$ cat src/rtl/a51_sequencer.sv
// a51_sequencer: phase controller driving an A5/1 core through clear, key load, frame load, mixing and keystream output.
// Optional macro A51_FRAME_AUTOINC_EN: start held in DONE relaunches with frame_l+1 and the retained key.
module a51_sequencer #(
    parameter int unsigned KEY_BITS   = 64,
    parameter int unsigned FRAME_BITS = 22,
    parameter int unsigned MIX_CYCLES = 100,
    parameter int unsigned KS_BITS    = 228,
    parameter int unsigned CNT_W      = 8
) (
    input  logic                  clk,
    input  logic                  clr,
    input  logic                  start,
    input  logic [KEY_BITS-1:0]   key,
    input  logic [FRAME_BITS-1:0] frame,
    input  logic                  ks_ready,
    output logic                  core_clr,
    output logic                  core_step,
    output logic                  core_force,
    output logic                  core_in_bit,
    output logic                  ks_valid,
    output logic                  busy,
    output logic                  done,
    output logic [3:0]            stage
);

    localparam int unsigned KIW = (KEY_BITS > 1) ? $clog2(KEY_BITS) : 1;
    localparam int unsigned FIW = (FRAME_BITS > 1) ? $clog2(FRAME_BITS) : 1;

    localparam logic [CNT_W-1:0] KEY_LAST   = CNT_W'(KEY_BITS - 1);
    localparam logic [CNT_W-1:0] FRAME_LAST = CNT_W'(FRAME_BITS - 1);
    localparam logic [CNT_W-1:0] MIX_LAST   = CNT_W'(MIX_CYCLES - 1);
    localparam logic [CNT_W-1:0] KS_LAST    = CNT_W'(KS_BITS - 1);

    typedef enum logic [2:0] {
        S_IDLE,
        S_CLEAR,
        S_KEY,
        S_FRAME,
        S_MIX,
        S_OUTPUT,
        S_DONE
    } state_t;

    state_t                state;
    logic [CNT_W-1:0]      cnt;
    logic [KEY_BITS-1:0]   key_l;
    logic [FRAME_BITS-1:0] frame_l;

    always_ff @(posedge clk) begin
        if (clr) begin
            state   <= S_IDLE;
            cnt     <= '0;
            key_l   <= '0;
            frame_l <= '0;
        end else begin
            case (state)
                S_IDLE: begin
                    if (start) begin
                        key_l   <= key;
                        frame_l <= frame;
                        cnt     <= '0;
                        state   <= S_CLEAR;
                    end
                end
                S_CLEAR: begin
                    cnt   <= '0;
                    state <= S_KEY;
                end
                S_KEY: begin
                    if (cnt == KEY_LAST) begin
                        cnt   <= '0;
                        state <= S_FRAME;
                    end else begin
                        cnt <= cnt + 1'b1;
                    end
                end
                S_FRAME: begin
                    if (cnt == FRAME_LAST) begin
                        cnt   <= '0;
                        state <= S_MIX;
                    end else begin
                        cnt <= cnt + 1'b1;
                    end
                end
                S_MIX: begin
                    if (cnt == MIX_LAST) begin
                        cnt   <= '0;
                        state <= S_OUTPUT;
                    end else begin
                        cnt <= cnt + 1'b1;
                    end
                end
                S_OUTPUT: begin
                    // Counter only advances on an accepted keystream bit.
                    if (ks_ready) begin
                        if (cnt == KS_LAST) begin
                            cnt   <= '0;
                            state <= S_DONE;
                        end else begin
                            cnt <= cnt + 1'b1;
                        end
                    end
                end
                S_DONE: begin
                    cnt   <= '0;
                    state <= S_IDLE;
`ifdef A51_FRAME_AUTOINC_EN
                    if (start) begin
                        frame_l <= frame_l + 1'b1;
                        state   <= S_CLEAR;
                    end
`endif
                end
                default: begin
                    cnt   <= '0;
                    state <= S_IDLE;
                end
            endcase
        end
    end

    always_comb begin
        core_clr    = clr;
        core_step   = 1'b0;
        core_force  = 1'b0;
        core_in_bit = 1'b0;
        ks_valid    = 1'b0;
        busy        = 1'b0;
        done        = 1'b0;
        stage       = '0;
        case (state)
            S_CLEAR: begin
                core_clr = 1'b1;
                busy     = 1'b1;
            end
            S_KEY: begin
                core_step   = 1'b1;
                core_force  = 1'b1;
                core_in_bit = key_l[cnt[KIW-1:0]];
                busy        = 1'b1;
                stage       = 4'b0001;
            end
            S_FRAME: begin
                core_step   = 1'b1;
                core_force  = 1'b1;
                core_in_bit = frame_l[cnt[FIW-1:0]];
                busy        = 1'b1;
                stage       = 4'b0010;
            end
            S_MIX: begin
                core_step = 1'b1;
                busy      = 1'b1;
                stage     = 4'b0100;
            end
            S_OUTPUT: begin
                core_step = ks_ready;
                ks_valid  = 1'b1;
                busy      = 1'b1;
                stage     = 4'b1000;
            end
            S_DONE: begin
                done = 1'b1;
            end
            default: begin
                core_step = 1'b0;
            end
        endcase
    end

endmodule

$ cat config.mk
export PLATFORM = sky130hd
export DESIGN_NAME = a51_sequencer
export DESIGN_NICKNAME = d
export VERILOG_FILES = /design/src/rtl/a51_sequencer.sv
export SDC_FILE = /design/constraint.sdc
export NUM_CORES = 1
export LEC_CHECK = 0
export CORE_UTILIZATION = 52
export CTS_BUF_LIST = sky130_fd_sc_hd__clkbuf_4
export CTS_CLUSTER_SIZE = 28
export DETAILED_ROUTE_END_ITERATION = 7
export GPL_TIMING_DRIVEN = 0
export PLACE_DENSITY = 0.93
export SYNTH_ARGS = -nofsm -noshare
export SYNTH_HDL_FRONTEND = slang
export SYNTH_SLANG_ARGS = --single-unit
$ cat constraint.sdc
create_clock -name clk -period 2.89 [get_ports clk]
set_input_delay 0.578 -clock clk [delete_from_list [all_inputs] [get_ports clk]]
set_output_delay 0.578 -clock clk [all_outputs]
set_load 0.01 [all_outputs]
==> results of run 1 <==
-- repair_timing --
| action | 4_1_cts | 5_1_grt |
|---|---|---|
| endpoints found under the hold margin | 0 | 0 |
| endpoints found under the setup margin | 1 | 3 |
| setup buffers | 1 | 0 |
| cloned | 0 | 0 |
| gates resized for setup | 18 | 10 |
| pin swaps | 4 | 3 |
-- cell usage after synthesis, drive strengths merged, types with 6 or more instances --
cell type  number
a21oi          90
buf            15
clkbuf         28
dfxtp          97
ha              6
inv             6
mux2            6
mux2i           8
mux4           18
nand2         180
nand3           6
nor2           15
nor3            7
-- registers in the layout (all words and copies together) (netlist names) --
| register | count |
|---|---|
| frame_l | 22 |
| state | 3 |
| key_l | 64 |
| cnt | 8 |
-- power by group --
group          switching, W  internal (W)  total [W]  leakage, nW
clock network      0.000427      0.000362   0.000789       0.0790
registers          0.000170       0.00161    0.00178        0.794
logic               0.00100      0.000747    0.00175         1.16
total               0.00160       0.00272    0.00432         2.03
-- final cells by class --
class | count | area share [%]
Tap cell | 105 | 2.27
Sequential cell | 97 | 33.6
Timing Repair Buffer | 100 | 17.2
Buffer | 43 | 3.79
Clock buffer | 11 | 1.43
Multi-Input combinational cell | 390 | 40.1
Inverter | 6 | 0.390
Clock inverter | 3 | 1.17
-- layer usage --
layer | vias to the layer above | track usage, % | wire [µm]
li1 | 2052 | - | -
met2 | 191 | 50.3 | 6000
met3 | 32 | 2.98 | 782
met5 | - | 0 | 0
met1 | 2001 | 34.4 | 4890
met4 | 0 | 11.5 | 375
-- per-stage QoR --
stage / instances / setup slack (ps) / TNS (ps)
after floorplan: 536 / 362 / 0
after global placement: 740 / -325 / -325
after detailed placement: 740 / -341 / -341
after CTS: 755 / -344 / -344
after global routing: 755 / -361 / -361
final: 755 / -307 / -307
-- cells by family after synthesis --
kind of cell               after synthesis  share of synthesized area (%)
DFF                                     97                           43.6
and+or+nand+nor                        235                           22.2
adders and majority gates                6                           1.69
xor gates and xnor gates                 7                           1.38
AOI/OAI and AO/OA                      110                           13.7
muxes                                   32                           12.8
buffers and inverters                   49                           4.75
-- how the worst max path moves through the flow --
stage	to	slack, ps	cells after the start
6_report	core_in_bit	-310	7
5_1_grt	core_in_bit	-360	7
4_1_cts	core_in_bit	-340	7
3_5_place_dp	core_in_bit	-340	8
3_3_place_gp	core_in_bit	-330	8
2_1_floorplan	core_in_bit	360	6
-- worst max-delay path, stage by stage, from the launching register on --
cell	delay, ps
dfxtp_2	360
buf_6	130
mux4_2	520
mux4_2	470
or3_4	350
a21oi_4	150
nor4_2	60
buf_2	150
==> results.yml, run 1 <==
timing:
  period_needed_ps: 3200
  setup_violations: 1
  maxSlewViolCount: 0
  slew_headroom_pct: 52.7
  rsz0062_at_grt: "true"
  hold_ws_ps: 465
  fin_crit_sh_pct: 111
  finalWorstSetupSlack_ps: -307
  hold_viol: 0
  fmax_mhz: 313
  fin_skew_ps: 12.8
  worstMarginPinSlew_ps: 705
drt:
  drt_pass1_iterations: 5
  drt_iter0_markers: 338
  drtAntennaViolNets: 0
  wl_per_cell_um: 16.0
  drc_errors: 0
  vias: 4276
  wirelength_um: 12100
  routed_via_density: 5.66
global_routing:
  track_usage_pct: 28.1
  grt_pass1_wl_um: 19200
  antenna_found_initial: 0
  grt_start_max_net_pins: 15
  grt_overflow: 0
  grt_pass1_vias: 4159
critical_path:
  rrSetupSlack_ps: 180
  crit_path_max_fanout: 5
  startpoint: "cnt[1]$_SDFFE_PP0P_"
  endpoint_kind: "primary output"
  ff2ff_path_depth: 10
  timing.rr.end: "cnt[1]$_SDFFE_PP0P_"
  cp.required_ps: 2310
  cp-start-kind: "register"
  critical_path_arrival_ps: 2620
  worstReg2RegStart: "cnt[1]$_SDFFE_PP0P_"
  critPathKind: "reg2out"
placement:
  io_buffers: 99
  placed_cell_area_mm2: 0.00558
  dp_hpwl_um: 8760
  place_congestion: 0.893
clock_tree:
  hold_buffers: 0
  cts_tree: "built"
  cts_buffer_depth: 2
  cts_buffers: 9
  path_clk_slew_ps: 140
  clock_latency_ps: 440
  htreeDepth: 3
  cts-root-buf: "clkbuf_4"
  cts_num_sinks: 97
finish:
  diodes: 0
  multi_input_area_mm2: 0.00232
  drive_above_1_share_pct: 9.08
  fin_nets: 743
  ff_latch_area_mm2: 0.00194
  fin_util_pct: 70.0
  n_fill_cell: 625
  final_common_cell: "nand2_1"
  syn_to_final_growth_pct: 29.8
  final_cell_mix: "nand2_1 (180), clkdlybuf4s50_1 (98), dfxtp_1 (95), a21oi_1 (89), clkbuf_1 (28)"
  fin_area_mm2: 0.00578
hold_path:
  hp-class: "reg2reg"
  worstHoldEndpoint: "key_l[3]$_SDFFE_PP0P_"
  hold_path.startpoint: "key_l[3]$_SDFFE_PP0P_"
  hold_depth: 2
pwr:
  ir_drop_mv: 0.318
  powerDensity_mw_per_mm2: 747
  p_leak_nw: 2.03
  p_total_w: 0.00432
logic_synthesis:
  yosys.area.top_type_share_pct: 43.6
  syn_area_mm2: 0.00445
  async_flop_share_pct: 0
  synthesis.nets: 632
  synth-seq-area-share_pct: 43.6
  yosysWarningCount: 0
  synth_cell_types: 46
  synth_area_leaders: "dfxtp_1 (44%), nand2_1 (15%), a21oi_1 (10%)"
  ys.flop_type: "dfxtp_1"
  synth-seq-cells: 97
  syn_avg_cell_area_um2: 8.31
  syn_inst: 536
  yosys.area.top_type: "dfxtp_1"
  synth_edf_count: 0
die:
  rows: 33
  dieArea_mm2: 0.00894
  die_h_um: 94.6
  start_util_pct: 53.9
  io_pins: 101
  coreArea_mm2: 0.00826
  die_x_um: 94.6
outcome:
  outcome: "finished with violations"
  violations: "negative setup slack"
job:
  drv_cap: 0
Power figures use the tool's default switching activity.
==> inputs of run 2 (changes only) <==
CTS_CLUSTER_SIZE = 24   (was 28)
==> results of run 2 <==
The final DEF is identical to that of run 1; final timing and power are the same.
